$ cat src/rtl/ula_driver.sv
// rtl/ula_driver.sv - command FIFO and issue/response sequencer for the combinational ula
// Holds the last captured result in acc so commands can chain on it.
module ula_driver #(
  parameter int N     = 16,
  parameter int DEPTH = 4
) (
  input  logic         clk,
  input  logic         rst,
  input  logic         cmd_valid,
  output logic         cmd_ready,
  input  logic [2:0]   cmd_op,
  input  logic [N-1:0] cmd_a,
  input  logic [N-1:0] cmd_b,
  input  logic         cmd_acc,
  output logic [2:0]   ula_op,
  output logic [N-1:0] ula_a,
  output logic [N-1:0] ula_b,
  input  logic [N-1:0] ula_r,
  input  logic         ula_zero,
  output logic         res_valid,
  input  logic         res_ready,
  output logic [N-1:0] res_r,
  output logic         res_zero,
  output logic [N-1:0] acc,
  output logic         busy
);

  localparam int AW = $clog2(DEPTH);
  localparam int EW = 3 + 2 * N + 1;
  localparam logic [AW:0] FULL_CNT = (AW + 1)'(DEPTH);

  typedef enum logic [1:0] {IDLE, ISSUE, RESP} state_t;

  state_t          state;
  logic [EW-1:0]   mem [DEPTH];
  logic [AW-1:0]   wr_ptr;
  logic [AW-1:0]   rd_ptr;
  logic [AW:0]     count;
  logic            full;
  logic            empty;
  logic            push;
  logic            pop;
  logic [2:0]      e_op;
  logic [N-1:0]    e_a;
  logic [N-1:0]    e_b;
  logic            e_acc;

  assign full      = (count == FULL_CNT);
  assign empty     = (count == '0);
  assign cmd_ready = !full;
  assign push      = cmd_valid && !full;
  // Pops look only at the registered count, so a fresh push is seen a cycle later.
  assign pop       = !empty && ((state == IDLE) || ((state == RESP) && res_ready));
  assign busy      = (state != IDLE) || !empty;

  assign {e_op, e_a, e_b, e_acc} = mem[rd_ptr];

  always_ff @(posedge clk) begin
    if (push) begin
      mem[wr_ptr] <= {cmd_op, cmd_a, cmd_b, cmd_acc};
    end
  end

  always_ff @(posedge clk or posedge rst) begin
    if (rst) begin
      wr_ptr <= '0;
      rd_ptr <= '0;
      count  <= '0;
    end else begin
      if (push) begin
        wr_ptr <= wr_ptr + AW'(1);
      end
      if (pop) begin
        rd_ptr <= rd_ptr + AW'(1);
      end
      case ({push, pop})
        2'b10:   count <= count + (AW + 1)'(1);
        2'b01:   count <= count - (AW + 1)'(1);
        default: count <= count;
      endcase
    end
  end

  always_ff @(posedge clk or posedge rst) begin
    if (rst) begin
      state     <= IDLE;
      ula_op    <= 3'b111;
      ula_a     <= '0;
      ula_b     <= '0;
      res_valid <= 1'b0;
      res_r     <= '0;
      res_zero  <= 1'b0;
      acc       <= '0;
    end else begin
      case (state)
        IDLE: begin
          if (pop) begin
            ula_op <= e_op;
            ula_a  <= e_acc ? acc : e_a;
            ula_b  <= e_b;
            state  <= ISSUE;
          end
        end
        ISSUE: begin
          res_r     <= ula_r;
          res_zero  <= ula_zero;
          acc       <= ula_r;
          res_valid <= 1'b1;
          state     <= RESP;
        end
        RESP: begin
          if (res_ready) begin
            res_valid <= 1'b0;
            if (pop) begin
              ula_op <= e_op;
              ula_a  <= e_acc ? acc : e_a;
              ula_b  <= e_b;
              state  <= ISSUE;
            end else begin
              state <= IDLE;
            end
          end
        end
        default: state <= IDLE;
      endcase
    end
  end

endmodule
$ cat config.mk
export PLATFORM = sky130hd
export DESIGN_NAME = ula_driver
export DESIGN_NICKNAME = d
export VERILOG_FILES = /design/src/rtl/ula_driver.sv
export SDC_FILE = /design/constraint.sdc
export NUM_CORES = 1
export LEC_CHECK = 0
export CAP_MARGIN = 20
export CORE_ASPECT_RATIO = 1.2
export CORE_UTILIZATION = 35
export CTS_CLUSTER_SIZE = 30
export DETAILED_ROUTE_END_ITERATION = 16
export GPL_TIMING_DRIVEN = 0
export HOLD_SLACK_MARGIN = 0.02
export PLACE_DENSITY_LB_ADDON = 0.15
export SYNTH_ARGS = -nofsm -noshare
export SYNTH_HDL_FRONTEND = slang
export SYNTH_SLANG_ARGS = --single-unit
$ cat constraint.sdc
create_clock -name clk -period 2.9 [get_ports clk]
set_input_delay 0.29 -clock clk [delete_from_list [all_inputs] [get_ports clk]]
set_output_delay 0.29 -clock clk [all_outputs]
set_load 0.005 [all_outputs]
## After elaboration in Yosys (flattened, before gate mapping)

Memories as Yosys holds them, arrays and structs flattened.
Cells that the tools add are included.

- Register bits after elaboration: 62
- Bits in latches: 0
- Bits in writable memories: 144
- Memory bits (read-only): 0
- Input bits: 57
- Output and inout port bits: 71
- Word-level logic and storage cells: 57
- Memories: 1

- Add/sub/neg operators: 4
- Multipliers: 0
- Div/mod/pow operators: 0
- Magnitude comparators: 0
- Equality and inequality tests: 7
- Shifts and indexed selects: 0
- Multiplexer cells: 19
- Bitwise logic cells: 0
- Reduce and logical (&&, ||, !) cells: 16

Memories:

| name | words | bits a word | read ports | clocked after memory_dff | wr ports | RTL line | source |
|---|---|---|---|---|---|---|---|
| mem | 4 | 36 | 1 | 0 | 1 | 35 | `logic [EW-1:0] mem [DEPTH];` |

Operators by type and width:

| operator | number |
|---|---|
| $mux 16 | 5 |
| $pmux 16 s2 | 2 |
| $pmux 3 s2 | 2 |
| $reduce_bool 2->1 | 4 |
| $mux 3 | 2 |
| $pmux 2 s3 | 1 |
| $reduce_and 2->1 | 3 |
| $add 2x1->2 const B | 2 |
| $eq 2x1->1 const B | 2 |
| $eq 2x2->1 const B | 2 |
| $mux 1 | 4 |
| $mux 2 | 2 |
| $ne 2x2->1 const B | 2 |
| $add 3x1->3 const B | 1 |
| $eq 3x3->1 const B | 1 |
| $logic_and 1x1->1 | 3 |
| $logic_not 3->1 | 1 |
| $sub 3x1->3 const B | 1 |
| $logic_not 1->1 | 2 |
| $logic_not 2->1 | 1 |
| $logic_or 1x1->1 | 2 |
| $pmux 1 s2 | 1 |

## Longest topological paths before layout

Gate-level depths: netlist of run 1.

- Depth in word-level cells: 7
- Gate-level depth with buffers: 8
- Gate-level depth less buffers: 7

## Worst setup path before layout of run 1

Ideal clock, no wire load.

- Path kind: register -> register
- Start: register state[1]
- End: register count[1]
- Setup time: 0.125 ns
- Arrival: 2.207 ns
- Required time: 2.775 ns
- Path slack: 0.568 ns
- Cell stages (with the launch flop): 7
- Path buffers: 1
- Clock period less this slack: 2.332 ns
- Cells stage by stage: dfrtp_1 -> nor2b_1 -> nor3_2 -> buf_2 -> ha_1 -> fa_1 -> mux2_2

- Word-level cells in the longest chain between the ends: 6
- Elaborated cells between the ends (all ways): 9
- Classes of those cells: eq/ne: 3; mux: 1; reduce/logical: 5

RTL lines:

| item | RTL line | source |
|---|---|---|
| start, declared | 34 | `state_t state;` |
| start signal, assigned | 86 | `state <= IDLE;` |
| start signal, assigned | 101 | `state <= ISSUE;` |
| start signal, assigned | 109 | `state <= RESP;` |
| $eq 2x2->1 | 53 | `assign pop = !empty && ((state == IDLE) \|\| ((state == RESP) && res_ready));` |
| $logic_and 1x1->1 | 53 |  |
| $logic_or 1x1->1 * | 53 |  |
| $logic_and 1x1->1 * | 53 |  |
| via pop | 42 | `logic pop;` |
| $eq 2x1->1 or $eq 2x2->1 (tied branches) | 76 | `case ({push, pop})` |
| $pmux 3 s2 or $reduce_bool 2->1 (tied branches) | -- |  |
| end signal, assigned | 77 | `2'b10: count <= count + (AW + 1)'(1);` |
| end signal, assigned | 78 | `2'b01: count <= count - (AW + 1)'(1);` |
| end signal, assigned | 79 | `default: count <= count;` |
| end, declared | 38 | `logic [AW:0] count;` |

Mark *: on every way through the listed nets, which the timed path passes. The rest lies on a longest branch.
A chain may end at the register's enable or synchronous reset.

## Final worst setup path of run 1

Ends and elaborated chain as after synthesis.

==> flow_summary.ini, run 1 <==
[global_routing]
grt_pass1_wl_um = 25160
grt_antenna_before_repair = 0
grt_pass1_vias = 4382
grt_util_all_layers = 0.1413
grt_max_degree = 63
grt_overflow = 0

[layout]
multi_input_area_um2 = 1929
areaGrowthSynthToFinish_pct = 31.00
nFillCells = 1939
drive_above_1_share = 0.3309
fin_cells = 832
final_nets = 600
seq_area_um2 = 5879
finalInstanceArea_um2 = 10550
diodes = 0

[cts]
clock_latency_ns = 0.50
htreeDepth = 1
numCtsBuffers = 22
cts_max_path_buffers = 3
clock_sinks = 206
path_clk_slew_ns = 0.06
cts_tree = done
cts_root_buf = clkbuf_16

[floorplan]
core_um2 = 22520
start_util = 0.3577
die_y_um = 168.2
fp-row-count = 60
io-pin-count = 128
die_area_um2 = 23630
chipWidth_um = 140.5

[sta]
setup_violations = 0
hold_viol = 0
relSlewSlack = 0.5267
worst_pin_slew_ns = 0.7100
finalCriticalPeriod_ns = 2.681
rsz0062_at_grt = no
worst_slack_ns = 0.2186
fmax_mhz = 372.9
period_share = 0.9246
skew_ns = 0.007195
report.final.slew_viol_count = 0

[detailed_routing]
drt_iter0_drc = 96
dr.pass1.iters = 4
routedWlPerCell_um = 19.15
routed_wl_um = 15930
ant_nets = 0
drc = 0
via_per_inst = 4.768
vias = 3967

[placed_design]
dpl.cell_count = 792
place_hpwl_um = 10320
port_buffers = 127
pre_cts_ws_ns = -0.4630
dpl-instance-area_um2 = 9802
gp_congestion = 0.6522

[status]
status = finished, final reports clean

[synthesis]
syn_area_um2 = 8055
ys_seq_elements = 206
synth_top_area_share = 0.5368
synthMuxAreaShare = 0.2078
synthCells = 380
synthDistinctLibCells = 28
synth_top_family_by_area = multiplexers
yosys.area_share.adder = 0.01025
synth_compound_area_frac = 0.002175
ys_warn_count = 0
avgSynthCellArea_um2 = 21.20
synthTopCellsByArea = edfxtp_1 (54%), dfrtp_1 (18%), mux4_2 (10%), mux2_2 (7.0%), mux2_4 (3.7%)
synth_xor_area_frac = 0.006524
ys_seq_area_frac = 0.7299
yosysTopAreaCell = edfxtp_1
synth_nets = 443
synthSimpleGateAreaFrac = 0.01134

[power]
leakagePower_uw = 0.003836
ir_drop_v = 0.0006701
power.density_nw_per_um2 = 1128

[setup_path]
crit_type = reg -> reg
crit_fanout = 10
rr_startpoint = state[1]
start_kind = register
cp_slowest_cell = nor3_4
worst_ep_required_time_ns = 3.28
cpPeakStageDelay_ns = 0.56
crit_arrival_ns = 3.06
worstPathCellList = nor2b_1, nor3_4, buf_2, ha_1, fa_1, mux2_2
crit_start = state[1]
crit_path_end_kind = register

[worst_hold_path]
hold_path.class = in -> async

[flow_run]
drv_cap = 0
[report_power, final]
part	internal [uW]	switching, uW
Clock	1760	1100
Sequential	4100	415
Combinational	2850	1680
[flip-flops by register name, summed over array words and instances, names as in the netlist, 2 cells and up]
register / count
ula_op: 3
acc: 16
ula_a: 16
rd_ptr: 2
count: 3
mem: 144
ula_b: 16
state: 2
wr_ptr: 2
[worst paths after layout]
check	end	slack, ns	depth (start not counted)
setup / recovery	count[1]	0.22	6
hold / removal	ula_a[0]	0.21	3
setup reg to reg	count[1]	0.22	6
hold reg to reg	count[2]	0.48	1
max in group asynchronous	ula_op[0]	2.37	3
min in group clk	acc[1]	0.41	2
[per-stage QoR]
step / total power (uW) / util / TNS, ns / hold slack (ns)
2_1_floorplan: 7286 / - / 0 / 0.3889
3_3_place_gp: 9054 / 0.4296 / -36.19 / 0.4722
3_5_place_dp: 9249 / 0.4352 / -0.7409 / 0.4782
4_1_cts: 12170 / 0.4686 / 0 / 0.2218
5_1_grt: 12630 / 0.4686 / 0 / 0.2325
6_report: 11910 / 0.4686 / 0 / 0.2088
[logic make-up (layout without fill, tap and decap cells)]
kind of cell,Yosys count,in the layout
DFF,206,206
muxes,106,106
buffers and inverters,37,210
and+or+nand+nor,16,16
adders and majority gates,6,6
xor gates and xnor gates,6,6
AOI/OAI and AO/OA,3,3
[worst max-delay path, delay by kind of cell, from the launching register on]
family                     cells  cell delay, ns
adders and majority gates      2            0.69
and+or+nand+nor                2            0.76
muxes                          1            0.26
DFF                            1            0.40
buffers and inverters          1            0.44
[routing by layer]
metal	wire length [um]	vias to the layer above	part of all wire	track usage
met5	0	-	0	0
met4	340	0	0.021	0.04537
met3	710	26	0.045	0.02730
met2	8495	98	0.53	0.2598
met1	6385	2051	0.40	0.1654
li1	-	1792	-	-
[cells in the mapped netlist]
library cell,n
dfstp_2,3
nor4b_1,1
nand2_1,2
xor2_1,3
dfrtp_1,59
or3b_2,1
mux2_2,50
buf_6,3
nor2b_1,1
nor3_2,1
fa_1,1
buf_2,4
buf_12,1
mux2_4,20
clkbuf_1,3
and3_1,4
a21oi_1,1
a21o_1,1
buf_1,1
mux4_2,36
edfxtp_1,144
buf_4,20
xnor2_1,3
nor3_1,2
ha_1,5
inv_1,5
o21ai_0,1
nor2_1,4
[cells in the final DEF, fill, tap and decap left out, types with 2 or more instances in the layout]
cell type / instances
buf_2: 4
mux4_2: 36
dfstp_2: 3
clkinv_1: 4
ha_1: 5
buf_4: 20
mux2_2: 50
clkinv_2: 5
dfrtp_1: 59
edfxtp_1: 144
nor2_1: 4
buf_6: 4
clkbuf_1: 6
clkbuf_8: 2
and3_2: 4
xnor2_1: 3
inv_1: 4
clkdlybuf4s50_1: 127
nand2_1: 2
clkbuf_16: 23
bufinv_16: 3
buf_12: 5
xor2_1: 3
nor3_1: 2
mux2_4: 20
[repair_timing]
item                                   CTS  global route
hold buffers                             0             0
endpoints found under the hold margin    0             0
setup endpoints to repair                1             0
setup buffers                            0             0
resized for setup                        1             0
[layout make-up]
type                       instances  share of cell area
sequential                       206              0.5572
timing repair buffer             133              0.1317
inverter                           5            0.002016
tap                              279             0.03308
buffer                            32             0.02265
clock buffer                      28             0.05822
multi-input combinational        137              0.1828
clock inverter                    12             0.01233
Power figures use the tool's default switching activity.
==> run 2, diff against run 1 <==
GPL_ROUTABILITY_DRIVEN = 0   (was default)
PLACE_DENSITY = 0.61   (was default)
PLACE_DENSITY_LB_ADDON = default   (was 0.15)
==> run 2 against run 1 <==
Non-clock buffer count fell by 1; design area rose by 1.1%; clock-buffer cell count rose by 2; wire length fell by 3.1%; largest cell class unchanged; register-to-register slack barely moved; sequential power barely moved; critical endpoint unchanged; critical path type unchanged.
==> flow_summary.ini, run 2 (synthesized netlist as in run 1, its figures left out) <==
[status]
status = finished, final reports clean

[power]
finalPower_uw = 12280
switching_share = 0.2602
p_clk_frac = 0.263
p_int_uw = 9087
ir_drop_v = 0.0005267
seq_power_share = 0.367
comb_power_share = 0.370
power.density_nw_per_um2 = 1151
leakagePower_uw = 0.003870
switching_power_uw = 3196

[detailed_routing]
ant_nets = 0
vias = 3971
routed_wl_um = 15440
routedWlPerCell_um = 18.53
dr.pass1.iters = 4
drt_iter0_drc = 177
drc = 0
via_per_inst = 4.767

[layout]
nFillCells = 1882
final_cell_mix = edfxtp_1 (144), clkdlybuf4s50_1 (127), dfrtp_1 (59), mux2_2 (50), mux4_2 (36)
fin_cells = 833
final_nets = 600
multi_input_area_um2 = 1929
seq_area_um2 = 5879
diodes = 0
largest_register_ff_count = 144
drive_above_1_share = 0.3321
layout_commonest_cell = edfxtp_1
regMostFlops = mem
areaGrowthSynthToFinish_pct = 32.43

[cts]
htreeDepth = 1
clock_sinks = 206
numCtsBuffers = 23
cts_root_buf = clkbuf_16
cts_max_path_buffers = 3
cts_tree = done
clock_latency_ns = 0.50
path_clk_slew_ns = 0.06
post_cts.repair.setup_buffers = 0
cts_hold_buf = 0

[setup_path]
rrSetupSlack_ns = 0.23
worst_ep_required_time_ns = 3.29
cpPeakStageDelay_ns = 0.52
crit_fanout = 10
worstPathCellList = nor2b_1, nor3_4, buf_2, ha_1, fa_1, mux2_2
crit_type = reg -> reg
start_kind = register
worst-path-buf-inv = 1
crit_path_end_kind = register
rr_startpoint = state[1]
crit_arrival_ns = 3.05
cp_top_family = simple AND/OR/NAND/NOR gates
rr_endpoint = count[1]
r2r_cells = 6
cp_slowest_cell = nor3_4

[global_routing]
use_met2 = 0.2426
grt_overflow = 0
grt_pass1_vias = 4274
grt_util_met3 = 0.02958
grt_pass1_wl_um = 23880
busiest_layer = met2
gr-usage-met1 = 0.1573
grt_util_all_layers = 0.1336
grt_max_degree = 63
grt_antenna_before_repair = 0

[sta]
report.final.slew_viol_count = 0
period_share = 0.9201
setup_tns_ns = 0
relSlewSlack = 0.4318
finalCriticalPeriod_ns = 2.668
hold_viol = 0
fmax_mhz = 374.8
setup_violations = 0
worst_slack_ns = 0.2317
worst_pin_slew_ns = 0.8522
skew_ns = 0.007463
rsz0062_at_grt = no

[floorplan]
core_um2 = 22520
fp-row-count = 60
start_util = 0.3577
die_area_um2 = 23630
chipWidth_um = 140.5
die_y_um = 168.2
io-pin-count = 128

[placed_design]
port_buffers = 127
pre_cts_ws_ns = -0.5008
place_hpwl_um = 10260
dpl.cell_count = 791

[flow_run]
drv_cap = 0

[worst_hold_path]
hold_path.class = in -> async
run 2: through the flow:
stage | cell area, um^2 | hold WS, ns | util
after global routing | 10670 | 0.3829 | 0.4737
after detailed placement | 9804 | 0.4785 | 0.4353
final | 10670 | 0.3279 | 0.4737
after global placement | 9676 | 0.4736 | 0.4296
after floorplan | 8055 | 0.3889 | -
after CTS | 10670 | 0.3575 | 0.4737
run 2: per-layer routing:
layer	up-vias	part of all wire
met5	-	0
met4	0	0.020
met3	26	0.052
met2	121	0.52
met1	2030	0.40
li1	1794	-
run 2: cell type report:
cell class,instances,area share
plain buffers,32,0.02240
clock buffers,30,0.05735
clock inverters,12,0.02299
inverters,5,0.001994
multi-input cells,137,0.1809
flip-flops and latches,206,0.5511
well taps,279,0.03272
repair buffers,132,0.1305
run 2: worst max path at each step:
stage	from	end	slack (ns)	depth (start not counted)
floorplan	state[1]	count[1]	0.57	6
global placement	res_ready	count[1]	-0.46	7
CTS	state[1]	count[1]	0.17	6
global route	count[0]	count[2]	0.07	8
finish	state[1]	count[1]	0.23	6
detailed placement	res_ready	count[1]	-0.50	7
run 2: repair_timing:
item,4_1_cts,5_1_grt
resized for setup,1,0
setup endpoints to repair,1,0
endpoints found under the hold margin,0,0
run 2: power by group through the flow:
stage	clock [uW]	sequential (uW)	combinational, uW
3_5_place_dp	0	4580	4670
5_1_grt	3440	4620	4910
6_report	3230	4510	4550
3_3_place_gp	0	4560	4450
4_1_cts	3320	4530	4690
2_1_floorplan	0	4520	2770
==> run 3, diff against run 2 <==
PLACE_DENSITY = default   (was 0.61)
PLACE_DENSITY_LB_ADDON = 0.05   (was default)
==> run 3 against run 2 <==
Via count down 0.65%; total power shrank 3.3%; global-route usage rose by 0.91 points; sequential power is essentially flat; wire length rose by 4.3%; clock power shrank 13%; utilization decreased by 0.53 points; register-to-register slack improved by 0.02 ns; hold slack worse by 0.19 ns; setup slack better by 0.023 ns; first-iteration DRC count shrank 12%; critical endpoint unchanged; largest power group unchanged.
==> flow_summary.ini, run 3 (synthesized netlist as in run 1, its figures left out) <==
[global_routing]
grt_pass1_wl_um = 25220
grt_util_all_layers = 0.1427
grt_antenna_before_repair = 0
grt_max_degree = 41
grt_overflow = 0
grt_pass1_vias = 4386

[detailed_routing]
routed_wl_um = 16100
via_per_inst = 4.742
top_layer_used = met4
routedWlPerCell_um = 19.35
dr.pass1.iters = 4
drt_iter0_drc = 155
drc = 0
wl_met3_um = 797
vias = 3945
met1_length_um = 6556
dr_wl_met2_um = 8373
ant_nets = 0

[sta]
setup_tns_ns = 0
finalCriticalPeriod_ns = 2.646
skew_ns = 0.01362
report.final.slew_viol_count = 0
worst_pin_slew_ns = 0.7229
timing.hold.ws_ns = 0.1361
relSlewSlack = 0.5181
rsz0062_at_grt = no
period_share = 0.9122
worst_slack_ns = 0.2545
setup_violations = 0
hold_viol = 0
fmax_mhz = 378.0

[flow_run]
drv_cap = 0

[setup_path]
crit_path_end_kind = register
cp_slowest_cell = nor3_4
crit_start = state[1]
crit_fanout = 10
crit_type = reg -> reg
crit_arrival_ns = 3.02
worst_ep_required_time_ns = 3.27
cpPeakStageDelay_ns = 0.52
worstPathCellList = nor2b_1, nor3_4, buf_2, ha_1, fa_1, mux2_2
start_kind = register
cp_top_family = simple AND/OR/NAND/NOR gates
rr_startpoint = state[1]
worst-path-buf-inv = 1

[layout]
drive_above_1_share = 0.3345
layout_commonest_cell = edfxtp_1
final_nets = 600
fin_cells = 832
diodes = 0
largest_register_ff_count = 144
areaGrowthSynthToFinish_pct = 30.94
final_cell_mix = edfxtp_1 (144), clkdlybuf4s50_1 (127), dfrtp_1 (59), mux2_2 (50), mux4_2 (36)
regMostFlops = mem
post-route-util = 0.4683
nFillCells = 1936

[cts]
clock_sinks = 206
numCtsBuffers = 22
cts_tree = done
cts_max_path_buffers = 3
cts_root_buf = clkbuf_16
htreeDepth = 1
clock_latency_ns = 0.50
path_clk_slew_ns = 0.06

[placed_design]
pre_cts_ws_ns = -0.3403
port_buffers = 127
place_hpwl_um = 10640
dpl.cell_count = 792

[power]
seq_power_share = 0.378
p_int_uw = 8675
switching_power_uw = 3204
comb_power_share = 0.385
ir_drop_v = 0.0005205
switching_share = 0.2697
power.density_nw_per_um2 = 1126
p_clk_frac = 0.237
leakagePower_uw = 0.003837

[floorplan]
io-pin-count = 128
start_util = 0.3577
chipWidth_um = 140.5
fp-row-count = 60
die_area_um2 = 23630
die_y_um = 168.2
core_um2 = 22520

[worst_hold_path]
hold_path.class = in -> async

[status]
status = finished, final reports clean
-- run 3: cell count changes in the layout (fill, tap and decap cells not counted), moves of 3 or more --
cell | before | now
clkbuf_8 | 1 | 4
buf_12 | 1 | 5
buf_16 | 4 | 1
clkinv_2 | 0 | 6
bufinv_16 | 7 | 2
clkbuf_1 | 9 | 6
clkinvlp_4 | 3 | 0
-- run 3: power by group through the flow --
stage | registers [uW] | clock network (uW) | logic [uW]
CTS | 4520 | 2920 | 4710
finish | 4490 | 2820 | 4570
global placement | 4550 | 0 | 4540
global route | 4600 | 3020 | 4960
floorplan | 4520 | 0 | 2770
detailed placement | 4570 | 0 | 4690
-- run 3: worst reg2reg max path: stages (launching register included) --
cell	delay, ns
dfrtp_1	0.41
nor2b_1	0.20
nor3_4	0.52
buf_2	0.43
ha_1	0.28
fa_1	0.43
mux2_2	0.27
-- run 3: area by class of cell --
type	count	area, um^2	area share
buffer	32	239.0	0.02266
tap	279	349.1	0.03310
inverter	5	21.27	0.002017
clock buffer	30	641.9	0.06085
clock inverter	10	97.59	0.009253
timing repair buffer	133	1390	0.1318
multi-input combinational	137	1929	0.1829
sequential	206	5879	0.5574
-- run 3: routing by layer --
metal,vias to the layer above,global-route usage
li1,1795,-
met1,2017,0.1690
met2,103,0.2591
met3,30,0.02873
met4,0,0.04584
met5,-,0
-- run 3: through the flow --
step                total power [uW]  area [um^2]
global route                   12580        10550
finish                         11880        10550
global placement                9094         9676
detailed placement              9264         9802
CTS                            12140        10550
floorplan                       7286         8055
-- run 3: what timing repair did --
| item | 4_1_cts | 5_1_grt |
|---|---|---|
| hold buffers | 0 | 0 |
| resized for setup | 1 | 0 |
| setup buffers | 0 | 0 |
| setup endpoints to repair | 1 | 0 |
-- run 3: final timing paths --
path / endpoint / slack, ns / cells past startpoint
max: count[1] / 0.25 / 6
min reg2reg: count[2] / 0.49 / 1
min in group clk: acc[11] / 0.40 / 2
max reg2reg: count[1] / 0.25 / 6
min: ula_a[0] / 0.14 / 2
max in group asynchronous: ula_b[5] / 2.23 / 3
